$ cat src/rtl/axis_insert_header.sv
// AXI-Stream header inserter: prepends 0..DATA_BYTE_WD header bytes to each packet and repacks into full beats.
// Define OUT_SKID_EN for a 2-entry output skid buffer with a registered ready_in.
module axis_insert_header #(
  parameter int DATA_WD      = 32,
  parameter int DATA_BYTE_WD = DATA_WD / 8,
  parameter int BYTE_CNT_WD  = $clog2(DATA_BYTE_WD)
) (
  input  logic                    clk,
  input  logic                    rst,
  input  logic                    valid_in,
  input  logic [DATA_WD-1:0]      data_in,
  input  logic [DATA_BYTE_WD-1:0] keep_in,
  input  logic                    last_in,
  output logic                    ready_in,
  output logic                    valid_out,
  output logic [DATA_WD-1:0]      data_out,
  output logic [DATA_BYTE_WD-1:0] keep_out,
  output logic                    last_out,
  input  logic                    ready_out,
  input  logic                    valid_insert,
  input  logic [DATA_WD-1:0]      data_insert,
  input  logic [DATA_BYTE_WD-1:0] keep_insert,
  input  logic [BYTE_CNT_WD-1:0]  byte_insert_cnt,
  output logic                    ready_insert
);

  localparam int NB  = DATA_BYTE_WD;
  localparam int CW  = $clog2(NB + 1);
  localparam int SW  = CW + 1;
  localparam int SHW = $clog2(DATA_WD + 1);

  typedef enum logic [1:0] {S_IDLE = 2'd0, S_DATA = 2'd1, S_FLUSH = 2'd2} state_t;

  state_t            state_reg, state_next;
  logic [DATA_WD-1:0] res_reg, res_next;
  logic [CW-1:0]      res_cnt_reg, res_cnt_next;

  logic [DATA_WD-1:0]   data_in_m, data_insert_m, hdr_left;
  logic [2*DATA_WD-1:0] cat;
  logic [CW-1:0]        k_cnt, hdr_cnt;
  logic [SW-1:0]        sum;
  logic [SHW-1:0]       hdr_shift, res_shift;
  logic                 res_full, sum_ge, sum_gt;
  logic                 emit_ok, in_fire, hdr_fire;

  logic                 beat_valid, beat_last;
  logic [DATA_WD-1:0]   beat_data;
  logic [NB-1:0]        beat_keep;

  // keep_insert alone defines the header length; the count input is informational.
  logic unused_cnt;
  assign unused_cnt = ^byte_insert_cnt;

  function automatic logic [CW-1:0] popcnt(input logic [NB-1:0] v);
    logic [CW-1:0] n;
    n = '0;
    for (int i = 0; i < NB; i++) n = n + CW'(v[i]);
    return n;
  endfunction

  function automatic logic [NB-1:0] top_mask(input logic [SW-1:0] n);
    logic [NB-1:0] m;
    m = '0;
    for (int i = 0; i < NB; i++) m[NB-1-i] = (SW'(i) < n);
    return m;
  endfunction

  generate
    for (genvar gi = 0; gi < NB; gi++) begin : g_mask
      assign data_in_m[gi*8 +: 8]     = keep_in[gi]     ? data_in[gi*8 +: 8]     : 8'h00;
      assign data_insert_m[gi*8 +: 8] = keep_insert[gi] ? data_insert[gi*8 +: 8] : 8'h00;
    end
  endgenerate

  // Residual bytes are kept left-aligned so new bytes simply shift in behind them.
  assign k_cnt     = popcnt(keep_in);
  assign hdr_cnt   = popcnt(keep_insert);
  assign sum       = SW'(res_cnt_reg) + SW'(k_cnt);
  assign hdr_shift = SHW'(8 * (NB - int'(hdr_cnt)));
  assign res_shift = SHW'(8 * int'(res_cnt_reg));
  assign hdr_left  = data_insert_m << hdr_shift;
  assign cat       = {res_reg, {DATA_WD{1'b0}}} | ({data_in_m, {DATA_WD{1'b0}}} >> res_shift);
  assign res_full  = (res_cnt_reg == CW'(NB));
  assign sum_ge    = (sum >= SW'(NB));
  assign sum_gt    = (sum >  SW'(NB));

  assign ready_in     = !rst && (state_reg == S_DATA) && !res_full && emit_ok;
  assign ready_insert = !rst && (state_reg == S_IDLE) && !valid_out;
  assign in_fire      = valid_in && ready_in;
  assign hdr_fire     = valid_insert && ready_insert;

  always_ff @(posedge clk) begin
    if (rst) begin
      state_reg   <= S_IDLE;
      res_reg     <= '0;
      res_cnt_reg <= '0;
    end else begin
      state_reg   <= state_next;
      res_reg     <= res_next;
      res_cnt_reg <= res_cnt_next;
    end
  end

  always_comb begin
    state_next = state_reg;
    case (state_reg)
      S_IDLE:  if (hdr_fire) state_next = S_DATA;
      S_DATA:  if (in_fire && last_in) state_next = sum_gt ? S_FLUSH : S_IDLE;
      S_FLUSH: if (emit_ok) state_next = S_IDLE;
      default: state_next = S_IDLE;
    endcase
  end

  always_comb begin
    beat_valid   = 1'b0;
    beat_data    = '0;
    beat_keep    = '0;
    beat_last    = 1'b0;
    res_next     = res_reg;
    res_cnt_next = res_cnt_reg;
    case (state_reg)
      S_IDLE: begin
        if (hdr_fire) begin
          res_next     = hdr_left;
          res_cnt_next = hdr_cnt;
        end
      end
      S_DATA: begin
        if (res_full && emit_ok) begin
          // A full-width header goes out on its own before any data is taken.
          beat_valid   = 1'b1;
          beat_data    = res_reg;
          beat_keep    = '1;
          res_next     = '0;
          res_cnt_next = '0;
        end else if (in_fire) begin
          if (last_in && !sum_gt) begin
            beat_valid   = 1'b1;
            beat_data    = cat[2*DATA_WD-1 -: DATA_WD];
            beat_keep    = top_mask(sum);
            beat_last    = 1'b1;
            res_next     = '0;
            res_cnt_next = '0;
          end else if (sum_ge) begin
            beat_valid   = 1'b1;
            beat_data    = cat[2*DATA_WD-1 -: DATA_WD];
            beat_keep    = '1;
            res_next     = cat[DATA_WD-1:0];
            res_cnt_next = CW'(sum - SW'(NB));
          end else begin
            res_next     = cat[2*DATA_WD-1 -: DATA_WD];
            res_cnt_next = CW'(sum);
          end
        end
      end
      S_FLUSH: begin
        if (emit_ok) begin
          beat_valid   = 1'b1;
          beat_data    = res_reg;
          beat_keep    = top_mask(SW'(res_cnt_reg));
          beat_last    = 1'b1;
          res_next     = '0;
          res_cnt_next = '0;
        end
      end
      default: ;
    endcase
  end

`ifdef OUT_SKID_EN
  logic [DATA_WD-1:0] mem_data [2];
  logic [NB-1:0]      mem_keep [2];
  logic               mem_last [2];
  logic               wr_ptr_reg, rd_ptr_reg, can_push_reg;
  logic [1:0]         cnt_reg, cnt_next;
  logic               push, pop;

  assign push     = beat_valid;
  assign pop      = valid_out && ready_out;
  assign cnt_next = cnt_reg + 2'(push) - 2'(pop);
  assign emit_ok  = can_push_reg;

  // Space is granted one cycle ahead, so ready_in never sees ready_out combinationally.
  always_ff @(posedge clk) begin
    if (rst) begin
      wr_ptr_reg   <= 1'b0;
      rd_ptr_reg   <= 1'b0;
      cnt_reg      <= '0;
      can_push_reg <= 1'b1;
      for (int i = 0; i < 2; i++) begin
        mem_data[i] <= '0;
        mem_keep[i] <= '0;
        mem_last[i] <= 1'b0;
      end
    end else begin
      if (push) begin
        mem_data[wr_ptr_reg] <= beat_data;
        mem_keep[wr_ptr_reg] <= beat_keep;
        mem_last[wr_ptr_reg] <= beat_last;
        wr_ptr_reg           <= ~wr_ptr_reg;
      end
      if (pop) rd_ptr_reg <= ~rd_ptr_reg;
      cnt_reg      <= cnt_next;
      can_push_reg <= (cnt_next < 2'd2);
    end
  end

  assign valid_out = (cnt_reg != 2'd0);
  assign data_out  = valid_out ? mem_data[rd_ptr_reg] : '0;
  assign keep_out  = valid_out ? mem_keep[rd_ptr_reg] : '0;
  assign last_out  = valid_out && mem_last[rd_ptr_reg];
`else
  logic               valid_out_reg, last_out_reg;
  logic [DATA_WD-1:0] data_out_reg;
  logic [NB-1:0]      keep_out_reg;

  assign emit_ok = !valid_out_reg || ready_out;

  always_ff @(posedge clk) begin
    if (rst) begin
      valid_out_reg <= 1'b0;
      data_out_reg  <= '0;
      keep_out_reg  <= '0;
      last_out_reg  <= 1'b0;
    end else if (emit_ok) begin
      valid_out_reg <= beat_valid;
      data_out_reg  <= beat_data;
      keep_out_reg  <= beat_keep;
      last_out_reg  <= beat_last;
    end
  end

  assign valid_out = valid_out_reg;
  assign data_out  = data_out_reg;
  assign keep_out  = keep_out_reg;
  assign last_out  = last_out_reg;
`endif

endmodule

$ cat config.mk
export PLATFORM = sky130hd
export DESIGN_NAME = axis_insert_header
export DESIGN_NICKNAME = d
export VERILOG_FILES = /design/src/rtl/axis_insert_header.sv
export SDC_FILE = /design/constraint.sdc
export NUM_CORES = 1
export LEC_CHECK = 0
export CORE_MARGIN = 8
export CORE_UTILIZATION = 48
export CTS_CLUSTER_SIZE = 30
export DETAILED_ROUTE_END_ITERATION = 8
export PLACE_DENSITY = 0.86
export SYNTH_ARGS = -nofsm -noshare
export SYNTH_HDL_FRONTEND = slang
export SYNTH_SLANG_ARGS = --single-unit
$ cat constraint.sdc
create_clock -name clk -period 10.1 [get_ports clk]
set_input_delay 2.02 -clock clk [delete_from_list [all_inputs] [get_ports clk]]
set_output_delay 2.02 -clock clk [all_outputs]
set_load 0.02 [all_outputs]
==> metrics.md <==
| Metric | Value |
|---|---|
| Register area share after synthesis | 0.247 |
| Xor and xnor area share after synthesis | 0.00288 |
| Pre-CTS setup slack | 2.79 ns |
| Post-Synth Simple-Gate Area | 0.247 |
| Fin. max-slew vios | 0 |
| First-pass GRT wire length | 35300 µm |
| H-tree depth | 3 |
| Adder-Cell Fraction of Synth Area | 0.0297 |
| CTS Buf Count | 9 |
| Largest net degree at the start of global routing | 63 |
| Largest family of logic cells by synthesized area | compound AO/OA/AOI/OAI gates |
| Cell taking the most area after synthesis | dfxtp_1 |
| Hold WC Path Type | flip-flop to flip-flop |
| Synth warnings | 0 |
| Primary FF master, synth | dfxtp_1 |
| Initial antenna violation count | 0 |
| Die Y | 128 µm |
| Final #Nets | 967 |
| Fin. Hold Viols | 0 |
| Hold path depth | 2 |
| Worst endpoint required time | 10.37 ns |
| Die area | 0.0165 mm² |
| Placed instance area | 0.00723 mm² |
| Detailed-route via count | 7201 |
| DRT Wirelength | 22900 µm |
| Area growth syn-to-layout | 23.9% |
| RR Endpoint | data_out[25]$_SDFFE_PP0N_ |
| Synth top area cells | dfxtp_1, a21oi_1, nand2_1 |
| Vias in the first global route | 6464 |
| Post-synth cell types | 67 |
| # rows | 41 |
| Count leader, synth | nand2_1 |
| RePlAce Congestion | 0.956 |
| Slowest cell on the critical path | ha_1 |
| Async SR Flop Fraction | 0 |
| # fillers | 1120 |
| Share of layout cells above drive strength 1 | 0.0602 |
| IO buf count | 117 |
| Critical-path cell list | clkdlybuf4s50_1 > fa_1 > ha_1 > clkinv_1 > ha_1 > or4b_1 > nor2_1 > a211o_1 > o22ai_1 > a211oi_1 |
| Status | completed |
| CTS Hold Bufs | 0 |
| Placed Instances | 1036 |
| Avg WL per Cell | 21.8 µm |
| Post-Syn Area | 0.00607 mm² |
| Crit path arrival time | 7.29 ns |
| Worst Hold Path EP | last_out$_SDFFE_PP0N_ |
| Overflow after GRT | 0 |
| Cell mode on critical path | ha_1 |
| Post-CTS Resized | 0 |
| Final setup fails | 0 |
| Max Clock Skew | 0.00615 ns |
| Total GRT Usage | 0.270 |
| Clock transition at the registers of the reported paths | 0.06 ns |
| LEAKAGE | 2.46 nW |
| # diodes | 0 |
| Setup tns final | 0 ns |
| Peak VDD IR | 88.6 µV |
| Final Core Density | 0.604 |
| Clk sink count | 75 |
| Initial Util | 0.487 |
| Pre-antenna DRT Iters | 7 |
| Max-cap violations | 0 |
| Setup WS post-layout | 3.08 ns |
| Syn Area/Cell | 7.41 µm² |
| Reg2Reg Launch Point | res_cnt_reg[0]$_SDFFE_PP0P_ |
| Syn nets | 911 |
| HP Start | last_out$_SDFFE_PP0N_ |
| Cell count of the worst reg-to-reg path | 8 |
| RSZ-0062 raised after global routing | false |
| Hold slack | 0.456 ns |
| Crit path kind | input pin to flip-flop |
| Detail Placement HPWL | 16100 µm |
| Tmin final | 7.02 ns |
| Synthesized instance count | 819 |
| Die Wd | 128 µm |
| ANT nets after route | 0 |
| FF-to-FF setup slack | 6.56 ns |
| Post-synth top cells | nand2_1, a21oi_1, dfxtp_1, o21ai_0, clkbuf_1 |
| Post-CTS Setup Bufs | 0 |
| Post-synthesis mux area share | 0.0295 |
| Rel. slew slack | 0.297 |
| Actual slew at the worst max-slew pin | 1.05 ns |
| Tcrit/Tclk final | 0.695 |
| # DRC | 0 |
| CTS tree | done |
| Seq cells post-synth | 75 |
| Cell Pwr Density | 173 mW/mm² |
| Critical Path Max Stage Delay | 0.84 ns |
| Clk buf depth | 2 |
| I/O pins | 120 |
| Synth top area share | 0.247 |
| Post-route insts no fill | 1052 |
| Detailed-route vias per instance | 6.85 |
| Startpoint types | input pin |
| Root Buffer | clkbuf_16 |
| Core ar. | 0.0125 mm² |
| Synth Area in Compound Gates | 0.376 |
| Power Total | 1.30 mW |
| FMAX | 142 MHz |
| Number of flops mapped to enable cells by yosys | 0 |
| Post-route cell area | 0.00752 mm² |
| Drt first-iter violations | 1208 |
| CP endpoint kind | flip-flop |
| Worst-Skew Late Latency | 0.36 ns |
| Max FO, Critical Path | 31 |
cells by family (layout without fill, tap and decap cells):
| family | after synthesis | in the layout |
|---|---|---|
| buffers and inverters | 97 | 158 |
| flip-flops | 75 | 75 |
| AND/OR/NAND/NOR | 289 | 289 |
| multiplexers | 9 | 9 |
| AO/OA/AOI/OAI | 335 | 335 |
| adder cells (fa/ha/maj) | 12 | 12 |
| XOR/XNOR | 2 | 2 |
routing by layer:
layer  share of wire  global-route usage  up-vias
li1                -                   -     3264
met1            0.41               0.357     3322
met2            0.41               0.387      527
met3            0.14               0.102       88
met4           0.037               0.103        0
met5               0                   0        -
where the power goes:
part	switching [mW]	internal (mW)	leakage [nW]	total (mW)
Combinational	0.376	0.230	1.71	0.607
Sequential	0.0326	0.327	0.610	0.359
Clock	0.136	0.197	0.145	0.333
worst max-delay path by stage:
stage                         startpoint                 endpoint  cells past startpoint
after detailed placement  keep_insert[1]  res_reg[0]$_SDFFE_PP0P_                     10
after floorplan                      rst             ready_insert                      3
after global routing      keep_insert[1]  res_reg[0]$_SDFFE_PP0P_                     10
after global placement    keep_insert[1]  res_reg[2]$_SDFFE_PP0P_                     10
final                     keep_insert[1]  res_reg[0]$_SDFFE_PP0P_                     10
after CTS                 keep_insert[1]  res_reg[0]$_SDFFE_PP0P_                     10
cell type report:
| cell class | count | area (µm²) | area share |
|---|---|---|---|
| clock buffers | 11 | 243 | 0.0323 |
| clock inverters | 5 | 52.6 | 0.00698 |
| inverters | 11 | 41.3 | 0.00549 |
| multi-input cells | 647 | 4190 | 0.557 |
| flip-flops and latches | 75 | 1500 | 0.200 |
| well taps | 172 | 215 | 0.0286 |
| repair buffers | 131 | 1280 | 0.170 |
critical path, delay by kind of cell:
| family | cells | cell delay, ns |
|---|---|---|
| AOI/OAI and AO/OA | 3 | 0.53 |
| adders and majority gates | 3 | 2.08 |
| and+or+nand+nor | 2 | 1.34 |
| buffers and inverters | 2 | 1.31 |
layout by cell type (no fill, tap or decap), types with 4 or more instances in the layout:
cell / count
clkdlybuf4s50_1: 117
nand2_1: 95
a21oi_1: 79
dfxtp_1: 74
o21ai_0: 68
nor2_1: 51
nand3_1: 42
a22oi_1: 32
o211ai_1: 27
a221o_1: 20
a31oi_1: 19
nand3b_1: 17
a211oi_1: 15
nor4_1: 14
buf_4: 14
a32oi_1: 12
nor3_1: 11
inv_1: 10
nand4b_1: 10
a2bb2oi_1: 9
clkbuf_16: 9
ha_1: 8
nor2b_1: 7
mux4_2: 7
a221oi_1: 7
and2_1: 6
and4b_1: 6
a32o_1: 6
o21ai_1: 5
nand4bb_1: 5
o21bai_1: 5
and3_1: 5
or2_2: 4
nor4bb_1: 4
fa_1: 4
No activity file was read; power rests on OpenSTA's default activity.
